$ cat config.mk
export PLATFORM = sky130hd
export DESIGN_NAME = controller_responder_m
export DESIGN_NICKNAME = d
export VERILOG_FILES = /design/src/rtl/controller_pkg.sv /design/src/rtl/sync_edge_m.sv /design/src/rtl/controller_responder_m.sv
export SDC_FILE = /design/constraint.sdc
export NUM_CORES = 1
export LEC_CHECK = 0
export CORE_ASPECT_RATIO = 0.75
export CORE_MARGIN = 2
export CORE_UTILIZATION = 40
export CTS_CLUSTER_DIAMETER = 40
export DETAILED_ROUTE_END_ITERATION = 7
export PLACE_DENSITY = 0.74
export SLEW_MARGIN = 40
export SYNTH_ARGS = -nofsm -noshare
export SYNTH_HDL_FRONTEND = slang
export SYNTH_SLANG_ARGS = --single-unit
$ cat constraint.sdc
create_clock -name clk -period 2.7 [get_ports clk]
set_input_delay 0.405 -clock clk [delete_from_list [all_inputs] [get_ports clk]]
set_output_delay 0.405 -clock clk [all_outputs]
set_load 0.1 [all_outputs]
$ cat src/rtl/controller_pkg.sv
// controller_pkg
//   Definitions shared by the controller-port blocks. controller_responder_m
//   and controller_interface_m both use them.
//   - ctrl_state_e     : FSM states of the device-side responder
//   - CTRL_NUM_BUTTONS : default length of the button shift register
//   - BTN_*            : bit index of each button in a read frame
//                        (bit 0 is shifted out first)
package controller_pkg;

   typedef enum logic [1:0] {
      ST_IDLE  = 2'd0,
      ST_LOAD  = 2'd1,
      ST_SHIFT = 2'd2,
      ST_DONE  = 2'd3
   } ctrl_state_e;

   localparam int CTRL_NUM_BUTTONS = 8;

   localparam int BTN_A      = 0;
   localparam int BTN_B      = 1;
   localparam int BTN_SELECT = 2;
   localparam int BTN_START  = 3;
   localparam int BTN_UP     = 4;
   localparam int BTN_DOWN   = 5;
   localparam int BTN_LEFT   = 6;
   localparam int BTN_RIGHT  = 7;

endpackage

$ cat src/rtl/sync_edge_m.sv
// sync_edge_m
//   Brings one asynchronous input into the clk domain. A 2-flop synchroniser
//   is followed by one more register, which allows single-cycle edge pulses.
//   Ports:
//     clk, rst  : clock and asynchronous active-high reset
//     d_i       : asynchronous input
//     level_o   : synchronised level
//     rise_o    : one-clk pulse on a synchronised 0->1 transition
//     fall_o    : one-clk pulse on a synchronised 1->0 transition
module sync_edge_m (
   input  logic clk,
   input  logic rst,
   input  logic d_i,
   output logic level_o,
   output logic rise_o,
   output logic fall_o
);

   logic s1_q, s2_q, s3_q;

   always_ff @(posedge clk or posedge rst) begin
      if (rst) begin
         s1_q <= 1'b0;
         s2_q <= 1'b0;
         s3_q <= 1'b0;
      end else begin
         s1_q <= d_i;
         s2_q <= s1_q;
         s3_q <= s2_q;
      end
   end

   assign level_o = s2_q;
   assign rise_o  = s2_q & ~s3_q;
   assign fall_o  = ~s2_q & s3_q;

endmodule

$ cat src/rtl/controller_responder_m.sv
// controller_responder_m
//   This block is the device-side end of the serial controller protocol. It
//   emulates an 8-button shift-register gamepad. The console's latch and
//   controller clock are oversampled in the local clk domain, so clk must run
//   at least 8x the controller clock.
//   Ports:
//     clk, rst              : system clock, asynchronous active-high reset
//     buttons               : pressed = 1, bit 0 shifted first (async)
//     controller_clk_in     : console controller clock (async)
//     controller_latch      : console latch, active high (async)
//     controller_data_out_B : serial data, active low (0 = pressed)
//     turbo_mask            : per-button turbo enable (turbo build only)
//     busy                  : high in LOAD or SHIFT
//     frame_done            : one-clk pulse when the last bit of a frame shifts
//     bits_shifted          : shifts since latch fell, saturates at NUM_BUTTONS
//   Optional feature: define CONTROLLER_RESPONDER_TURBO_EN to enable turbo.
//   In the turbo build, masked buttons read as released on alternate groups
//   of TURBO_PERIOD frames.
module controller_responder_m
   import controller_pkg::*;
#(
   parameter int NUM_BUTTONS   = CTRL_NUM_BUTTONS,
   parameter bit SHIFT_ON_RISE = 1'b1,
   parameter int TURBO_PERIOD  = 4,
   localparam int CW           = $clog2(NUM_BUTTONS + 1)
) (
   input  logic                   clk,
   input  logic                   rst,
   input  logic [NUM_BUTTONS-1:0] buttons,
   input  logic                   controller_clk_in,
   input  logic                   controller_latch,
   output logic                   controller_data_out_B,
   input  logic [NUM_BUTTONS-1:0] turbo_mask,
   output logic                   busy,
   output logic                   frame_done,
   output logic [CW-1:0]          bits_shifted
);

   logic clk_rise, clk_fall, unused_clk_lvl;
   logic latch_lvl, unused_latch_rise, unused_latch_fall;
   logic shift_edge;

   sync_edge_m u_clk_sync (
      .clk     (clk),
      .rst     (rst),
      .d_i     (controller_clk_in),
      .level_o (unused_clk_lvl),
      .rise_o  (clk_rise),
      .fall_o  (clk_fall)
   );

   sync_edge_m u_latch_sync (
      .clk     (clk),
      .rst     (rst),
      .d_i     (controller_latch),
      .level_o (latch_lvl),
      .rise_o  (unused_latch_rise),
      .fall_o  (unused_latch_fall)
   );

   assign shift_edge = SHIFT_ON_RISE ? clk_rise : clk_fall;

   logic [NUM_BUTTONS-1:0] btn_s1_q, btn_s2_q;

   always_ff @(posedge clk or posedge rst) begin
      if (rst) begin
         btn_s1_q <= '0;
         btn_s2_q <= '0;
      end else begin
         btn_s1_q <= buttons;
         btn_s2_q <= btn_s1_q;
      end
   end

   ctrl_state_e            state_q;
   logic [NUM_BUTTONS-1:0] shreg_q;
   logic [NUM_BUTTONS-1:0] load_val;
   logic [CW-1:0]          cnt_q;
   logic                   busy_q, frame_done_q, out_q;

   // A latch fall is seen as the first clk in LOAD with the latch low.
   logic latch_fell;
   assign latch_fell = (state_q == ST_LOAD) && !latch_lvl;

`ifdef CONTROLLER_RESPONDER_TURBO_EN
   localparam int TW = $clog2(TURBO_PERIOD + 1);
   logic [TW-1:0] frame_q;
   logic          turbo_phase_q;

   // The phase toggles after every TURBO_PERIOD completed latches. The new
   // phase takes effect on the next load.
   always_ff @(posedge clk or posedge rst) begin
      if (rst) begin
         frame_q       <= '0;
         turbo_phase_q <= 1'b0;
      end else if (latch_fell) begin
         if (frame_q == TW'(TURBO_PERIOD - 1)) begin
            frame_q       <= '0;
            turbo_phase_q <= ~turbo_phase_q;
         end else begin
            frame_q <= frame_q + 1'b1;
         end
      end
   end

   assign load_val = btn_s2_q & ~(turbo_mask & {NUM_BUTTONS{turbo_phase_q}});
`else
   logic unused_turbo;
   assign unused_turbo = ^turbo_mask;
   assign load_val     = btn_s2_q;
`endif

   always_ff @(posedge clk or posedge rst) begin
      if (rst) begin
         state_q      <= ST_IDLE;
         shreg_q      <= '0;
         cnt_q        <= '0;
         busy_q       <= 1'b0;
         frame_done_q <= 1'b0;
         out_q        <= 1'b1;
      end else begin
         frame_done_q <= 1'b0;
         out_q        <= ~shreg_q[0];
         // The latch overrides everything. It also abandons a partial frame
         // without a frame_done pulse.
         if (latch_lvl) begin
            state_q <= ST_LOAD;
            shreg_q <= load_val;
            cnt_q   <= '0;
            busy_q  <= 1'b1;
         end else begin
            case (state_q)
               ST_IDLE: ;
               ST_LOAD: begin
                  state_q <= ST_SHIFT;
                  busy_q  <= 1'b1;
               end
               ST_SHIFT: begin
                  if (shift_edge) begin
                     shreg_q <= {1'b0, shreg_q[NUM_BUTTONS-1:1]};
                     cnt_q   <= cnt_q + 1'b1;
                     if (cnt_q == CW'(NUM_BUTTONS - 1)) begin
                        state_q      <= ST_DONE;
                        busy_q       <= 1'b0;
                        frame_done_q <= 1'b1;
                     end
                  end
               end
               ST_DONE: begin
                  // Over-reads shift in zeros, so the line reads as released.
                  if (shift_edge)
                     shreg_q <= {1'b0, shreg_q[NUM_BUTTONS-1:1]};
               end
               default: state_q <= ST_IDLE;
            endcase
         end
      end
   end

   assign controller_data_out_B = out_q;
   assign busy                  = busy_q;
   assign frame_done            = frame_done_q;
   assign bits_shifted          = cnt_q;

endmodule

**Yosys cells after proc, flatten, opt, wreduce, memory -nomap -nowiden**

Index checks and enable logic that the tools add are counted.

- Memories kept: 0
- Bits in latches: 0
- ROM bits: 0
- Bits in writable memories: 0
- Output and inout bits: 7
- Bits in registers: 38

- Equal/unequal tests: 6
- Multipliers: 0
- Shifts and indexed selects: 0
- Order comparisons: 0
- Bitwise operators: 3
- Add/subtract/negate cells: 1
- Mux-type cells: 18
- Div/mod/pow operators: 0
- Reduce and logical (&&, ||, !) cells: 8

Operators by type and width:

| operator | count |
|---|---|
| 8-bit 2-to-1 mux | 3 |
| 4-bit 2-to-1 mux | 3 |
| 1-bit 2-to-1 mux | 7 |
| 2-bit 2-to-1 mux | 3 |
| 3-bit by 2-bit != test with 1-bit output (second input constant) | 2 |
| 2-bit nonzero test | 3 |
| 4-bit by 1-bit adder with 4-bit output (second input constant) | 1 |
| 2-bit == test (second input constant) | 2 |
| 4-bit by 3-bit == test with 1-bit output (second input constant) | 1 |
| 2-bit one-hot mux with 2 select lines | 1 |
| 2-bit AND reduction | 2 |
| 3-bit AND reduction | 1 |
| 3-bit nonzero test | 1 |
| 2-bit by 1-bit == test with 1-bit output (second input constant) | 1 |
| 1-bit inverter | 2 |
| 1-bit one-hot mux with 2 select lines | 1 |
| 2-bit OR reduction | 1 |
| 1-bit AND | 1 |

**Depth between registers and ports, before layout**

- Word-level depth: 5
- Depth in mapped cells: 5

**By module**

Synthesis repeated with hierarchy kept, for this count alone.

- Cells, all modules: 96
- Area, all modules: 1332.5 um^2

Modules (own cells, without submodules):

| module | area an instance (um^2) | cells an instance | instances | seq. area each (um^2) |
|---|---|---|---|---|
| controller_responder_m | 1144.8 | 84 | 1 | 827.0 |
| sync_edge_m | 93.8 | 6 | 2 | 75.1 |

**Worst setup path before layout**

OpenSTA, ideal clock, no wires.

- Path kind: register -> register
- From: register cnt_q[0] (netlist: bits_shifted[0])
- To: register busy_q (netlist: busy)
- Clock period less this slack: 1.857 ns
- Data required time: 2.576 ns
- Arrival time: 1.733 ns
- Library setup time: 0.124 ns
- Stages on the path, launching flop included: 4
- Slack: 0.843 ns
- Path buffers: 0
- Path through: dfrtp_1 -> ha_1 -> nand4_1 -> a211o_1

- Longest elaborated chain between the ends: 3

Ends and longest elaborated chain:

| element | RTL line | RTL |
|---|---|---|
| start: declaration | controller_responder_m.sv:78 | `logic [CW-1:0] cnt_q;` |
| start signal: assignment | controller_responder_m.sv:141 | `cnt_q <= cnt_q + 1'b1;` |
| 4-bit by 3-bit == test with 1-bit output | controller_responder_m.sv:142 | `if (cnt_q == CW'(NUM_BUTTONS - 1)) begin` |
| 3-bit by 2-bit != test with 1-bit output (no line) | - |  |
| 3-bit AND reduction (no line) | - |  |
| end signal: assignment | controller_responder_m.sv:130 | `busy_q <= 1'b1;` |
| end signal: assignment | controller_responder_m.sv:136 | `busy_q <= 1'b1;` |
| end signal: assignment | controller_responder_m.sv:144 | `busy_q <= 1'b0;` |
| end: declaration | controller_responder_m.sv:79 | `logic busy_q, frame_done_q, out_q;` |

No other way between the ends.
A chain may end at the register's enable or synchronous reset.

**Final worst setup path**

- From: register state_q[0]
- To: register shreg_q[2]

- Longest elaborated chain between the ends: 4
- Elaborated cells between the ends (all ways): 5

Ends and longest elaborated chain:

| element | RTL line | RTL |
|---|---|---|
| start: declaration | controller_responder_m.sv:75 | `ctrl_state_e state_q;` |
| start signal: assignment | controller_responder_m.sv:115 | `state_q <= ST_IDLE;` |
| start signal: assignment | controller_responder_m.sv:127 | `state_q <= ST_LOAD;` |
| start signal: assignment | controller_responder_m.sv:135 | `state_q <= ST_SHIFT;` |
| 2-bit == test | controller_responder_m.sv:132 | `case (state_q)` |
| 2-bit OR reduction (no line) (*) | - |  |
| 2-bit nonzero test (no line) (*) | - |  |
| 2-bit AND reduction (no line) (*) | - |  |
| end signal: assignment | controller_responder_m.sv:128 | `shreg_q <= load_val;` |
| end signal: assignment | controller_responder_m.sv:140 | `shreg_q <= {1'b0, shreg_q[NUM_BUTTONS-1:1]};` |
| end signal: assignment | controller_responder_m.sv:152 | `shreg_q <= {1'b0, shreg_q[NUM_BUTTONS-1:1]};` |
| end: declaration | controller_responder_m.sv:76 | `logic [NUM_BUTTONS-1:0] shreg_q;` |

Every way passes the cells marked *; elsewhere a longest branch is shown, timed or not.

==> impl_metrics.ini <==
[routing]
routedWlPerCell_um = 12.6
drt-vias-per-instance = 4.87
ant_nets = 0
dr.pass1.iters = 4
drt_iter0_drc = 86
drc = 0
vias = 755
routed_wl_mm = 1.95

[place]
place_congestion = 0.780
place_inst = 147
dp_hpwl_mm = 1.29
port_buffers = 18

[power_and_ir_drop]
irDropWorstVdd_uv = 384
p_leak_nw = 0.769
pwr_density_cell_mw_per_mm2 = 833
power_mw = 1.41

[worst_setup_path]
cp_data_arrival_time_ps = 1970
critical_path_class = reg2reg
rrSetupSlack_ps = 910
critPathCaptureType = flop
slowest_delay_ps = 380
required_ps = 2880
timing.rr.end = shreg_q[2]
start_kind = flop
cp_max_fo = 8
rr_worst_depth = 5
worst_path_max_delay_cell = dfrtp_1
rr_startpoint = state_q[0]
worstPathCellList = inv_1 -> ha_1 -> or2_4 -> a21oi_4 -> mux2_2

[clocking]
clock_sinks = 38
clockBufferDepth = 2
cts_setup_buffers = 0
cts_inserted_buffers = 5
ctsRootBufferMaster = clkbuf_8
clk_pin_slew_ps = 70
cts_tree = built
cts_resized = 0
cts_max_level = 2
cts_hold_buf = 0
clk_latency_ps = 290

[die]
dieHeight_um = 54.7
fp.dieW_um = 71.6
start_util_pct = 41.7
dieArea_sq_mm = 0.00392
rows = 18
ioPinCount = 27
design.core.area_sq_mm = 0.00329

[logic_synthesis]
syn_nets = 113
postSynthCellCount = 90
synthDistinctLibCells = 27
synth.avg_cell_area_sq_um = 15.3
seq_area_frac_synth_pct = 69.4
netlist_area_sq_mm = 0.00137
ys_ff_latch = 38
yosys_warnings = 0

[sta]
clock_skew_ps = 3.12
clock.fmax_mhz = 559
setup_tns_ps = 0
min_period_ps = 1790
hold_viol = 0
setup_viol = 0
maxSlewViolCount = 0
maxSlewHeadroom_pct = 49.9
worst_pin_slew_ps = 752
rsz0062_at_grt = no
fin_crit_sh_pct = 66.3

[min_path]
min_from = btn_s1_q[3]
hold-path-endpoint = btn_s2_q[3]
min_path_cells = 0
hold_path_class = reg2reg

[global_route]
grt_use_total_pct = 12.1
antenna_found_initial = 0
grt-ovfl-total = 0
grt_pass1_wl_mm = 3.30
grt_start_max_net_pins = 39
grt_pass1_vias = 737

[status]
status = complete, no violations

[cells_and_area]
area_growth_syn_to_layout_pct = 23.1
drive_gt1_share_pct = 25.2
nNetsFinal = 137
layout_common_cells = dfrtp_1 (37), mux2_2 (12), clkdlybuf4s50_1 (11)
mostFrequentLayoutCell = dfrtp_1
diodes = 0
final_cells = 155

[run]
drv_cap = 0
how the worst max path moves through the flow:
stage | slack, ps | depth (start not counted) | start | endpoint
after floorplan | 840 | 3 | bits_shifted[0] | busy
after global placement | 950 | 5 | state_q[0] | shreg_q[5]
after detailed placement | 900 | 5 | state_q[0] | shreg_q[2]
after CTS | 900 | 5 | state_q[0] | shreg_q[2]
after global routing | 800 | 5 | state_q[0] | shreg_q[4]
final | 910 | 5 | state_q[0] | shreg_q[2]
layout make-up:
type                            count  area, sq um
Clock buffer                        7         76.3
Fill cell                         277         1600
Clock inverter                      1         30.0
Multi-Input combinational cell     45          392
Inverter                            5         18.8
Timing Repair Buffer               19          170
Sequential cell                    38          952
Tap cell                           40         50.0
per-layer routing:
layer	global-route usage [%]	part of all wire, %	vias to the layer above
met4	9.43	2.8	0
met3	4.42	5.6	5
li1	-	-	360
met5	0	0	-
met1	14.5	45	369
met2	17.9	47	21
registers in the layout (all words and copies together) (netlist names):
| signal | count |
|---|---|
| btn_s1_q | 8 |
| btn_s2_q | 8 |
| shreg_q | 8 |
| bits_shifted | 4 |
| state_q | 2 |
| busy | 1 |
| controller_data_out_B | 1 |
| frame_done | 1 |
| u_clk_sync.level_o | 1 |
| u_clk_sync.s1_q | 1 |
| u_clk_sync.s3_q | 1 |
| u_latch_sync.level_o | 1 |
| u_latch_sync.s1_q | 1 |
worst max-delay path, delay by kind of cell, from the launching register on:
kind / cells / cell delay (ps)
adder cells (fa/ha/maj): 1 / 280
AND/OR/NAND/NOR: 1 / 290
AO/OA/AOI/OAI: 1 / 290
flip-flops: 1 / 380
buffers and inverters: 1 / 50
multiplexers: 1 / 370
cell families (layout without fill, tap and decap cells):
group	after synthesis	in the layout	share of synthesized area (%)
multiplexers	14	14	11.3
AO/OA/AOI/OAI	9	9	5.56
flip-flops	38	38	69.4
XOR/XNOR	2	2	1.28
AND/OR/NAND/NOR	17	17	7.66
buffers and inverters	7	32	2.10
adder cells (fa/ha/maj)	3	3	2.74
through the flow:
| step | setup WS [ps] | util (%) | hold slack (ps) | instance area, sq um |
|---|---|---|---|---|
| 3_3_place_gp | 946 | 48.1 | 333 | 1580 |
| 4_1_cts | 895 | 51.4 | 350 | 1690 |
| 6_report | 911 | 51.4 | 349 | 1690 |
| 5_1_grt | 799 | 51.4 | 352 | 1690 |
| 3_5_place_dp | 902 | 48.1 | 335 | 1580 |
| 2_1_floorplan | 843 | - | 331 | 1370 |
synth_stat cells (all sizes together):
library cell / count / share of area (%)
and4b: 2 / 1.5
a21oi: 3 / 1.9
dfstp: 1 / 1.9
a31oi: 1 / 0.46
nand3b: 1 / 0.55
a211o: 1 / 0.64
a311oi: 1 / 0.64
inv: 5 / 1.4
nor3: 1 / 0.36
a41o: 1 / 0.73
nand3: 1 / 0.36
ha: 3 / 2.7
mux2i: 2 / 1.5
and2b: 1 / 0.55
buf: 2 / 0.73
nor3b: 1 / 0.55
nor2: 5 / 1.4
or2: 1 / 0.64
a21o: 1 / 0.55
mux2: 12 / 9.8
nand4: 2 / 0.91
xor2: 2 / 1.3
nand4b: 1 / 0.64
dfrtp: 37 / 67
nand2: 1 / 0.27
a22o: 1 / 0.64
power breakdown:
| group | leakage, nW | internal, mW | switching, mW |
|---|---|---|---|
| sequential | 0.452 | 0.645 | 0.0411 |
| combinational | 0.265 | 0.119 | 0.144 |
| clock | 0.0524 | 0.276 | 0.181 |
| total | 0.769 | 1.04 | 0.366 |
No activity file was read; power rests on OpenSTA's default activity.
==> edit, RTL diff (same settings) <==
Change the package constant `CTRL_NUM_BUTTONS` from 8 to 16.
--- a/src/rtl/controller_pkg.sv
+++ b/src/rtl/controller_pkg.sv
@@ -14,7 +14,7 @@
       ST_DONE  = 2'd3
    } ctrl_state_e;
 
-   localparam int CTRL_NUM_BUTTONS = 8;
+   localparam int CTRL_NUM_BUTTONS = 16;
 
    localparam int BTN_A      = 0;
    localparam int BTN_B      = 1;
Interface: changed (resized bits_shifted, buttons and turbo_mask); port bits go from 27 to 44. The function was not compared with the original's and may differ.
==> edit against the unedited design <==
Count of clock-buffer cells in the layout increased by 7. Via count rose by 54%. Area after synthesis increased by 66%. Worst setup slack got worse by 43 ps. Clock power grew 110%. Combinational power increased by 52%. Routed wire length is 70% higher. Total power grew 77%. Sequential cell count grew 25. Critical path depth stayed put. Cell area up 69%. Highest routed layer unchanged.
==> edit: results (changes against the unedited design) <==
** Clocking
- Number of clock buffers inserted by TritonCTS :: 9 (was 5)
- The clock latency on the worst-skew pair was 330 ps (was 290 ps).

** Layout
- The fraction of layout cells with a size suffix above 1 was 33.0% (was 25.2%).
- Layout clock area frac :: 8.52% (was 6.30%)
- Fraction of area in non-clock buffers :: 9.75% (was 10.1%)
- Net count of the finished layout :: 214 (was 137)

** Timing
- The smallest setup slack after layout came to 868 ps (was 911 ps).
- The worst hold margin came to 347 ps (was 349 ps).

** Global route
- The wire length of the first global-routing pass was 6.11 mm (was 3.30 mm).
- The global routing usage on met1 is 15.1% (was 14.5%).
- The number of global-route vias before repair is 1293 (was 737).
- Combined global-route utilization of all metal layers :: 12.8% (was 12.1%)
- The global routing met2 resource utilization is 19.0% (was 17.9%).

** Yosys
- Unique masters post-synth :: 28 (was 27)
- The register bit total from synthesis is 63 (was 38).
- Proportion of synthesized chip area in sequential cells :: 69.1% (was 69.4%)
- Post-Synthesis Net Count :: 178 (was 113)
- The proportion of synthesized area in mux cells is 16.9% (was 11.3%).
- Arithmetic-cell share of the synthesized area counting full adders, half adders and majority gates :: 2.19% (was 2.73%)
- Biggest area contributors in the synthesized netlist :: sky130_fd_sc_hd__dfrtp_1 (68%), sky130_fd_sc_hd__mux2_4 (9.2%), sky130_fd_sc_hd__mux2_2 (6.4%) (was sky130_fd_sc_hd__dfrtp_1 (67%), sky130_fd_sc_hd__mux2_2 (9.8%), sky130_fd_sc_hd__ha_1 (2.7%))

** Place
- The detailed placement HPWL was 2.18 mm (was 1.29 mm).

** Routing
- The DRC violation total after the first TritonRoute iteration is 26 (was 86).
- The routed wire length was 3.32 mm (was 1.95 mm).

** Setup path
- Delay contributed by the slowest stage of the critical path :: 480 ps (was 380 ps)
- The cell family with the largest share of critical-path delay is compound AO/OA/AOI/OAI gates (was flip-flops).

** Power
- Highest ir drop seen on vdd :: 0.353 mV (was 0.384 mV)

** Outcome
- Status: complete, no violations (unchanged).
edit: routing by layer:
| metal | part of all wire (%) | vias to the layer above |
|---|---|---|
| met5 | 0 | - |
| met4 | 2.0 | 0 |
| met3 | 6.5 | 9 |
| met2 | 49 | 33 |
| met1 | 43 | 587 |
| li1 | - | 534 |
edit: worst paths after layout:
check                      depth (start not counted)        start               endpoint
setup / recovery                                   5   state_q[0]            shreg_q[10]
hold / removal                                     0  btn_s1_q[5]            btn_s2_q[5]
setup reg to reg                                   5   state_q[0]            shreg_q[10]
hold reg to reg                                    0  btn_s1_q[5]            btn_s2_q[5]
max in group asynchronous                          3          rst  controller_data_out_B
min in group asynchronous                          3          rst        bits_shifted[0]
edit: power by group:
| part | leakage, nW | internal, W | switching [W] |
|---|---|---|---|
| registers | 0.746 | 0.00107 | 0.0000660 |
| logic | 0.439 | 0.000214 | 0.000185 |
| clock network | 0.123 | 0.000621 | 0.000336 |
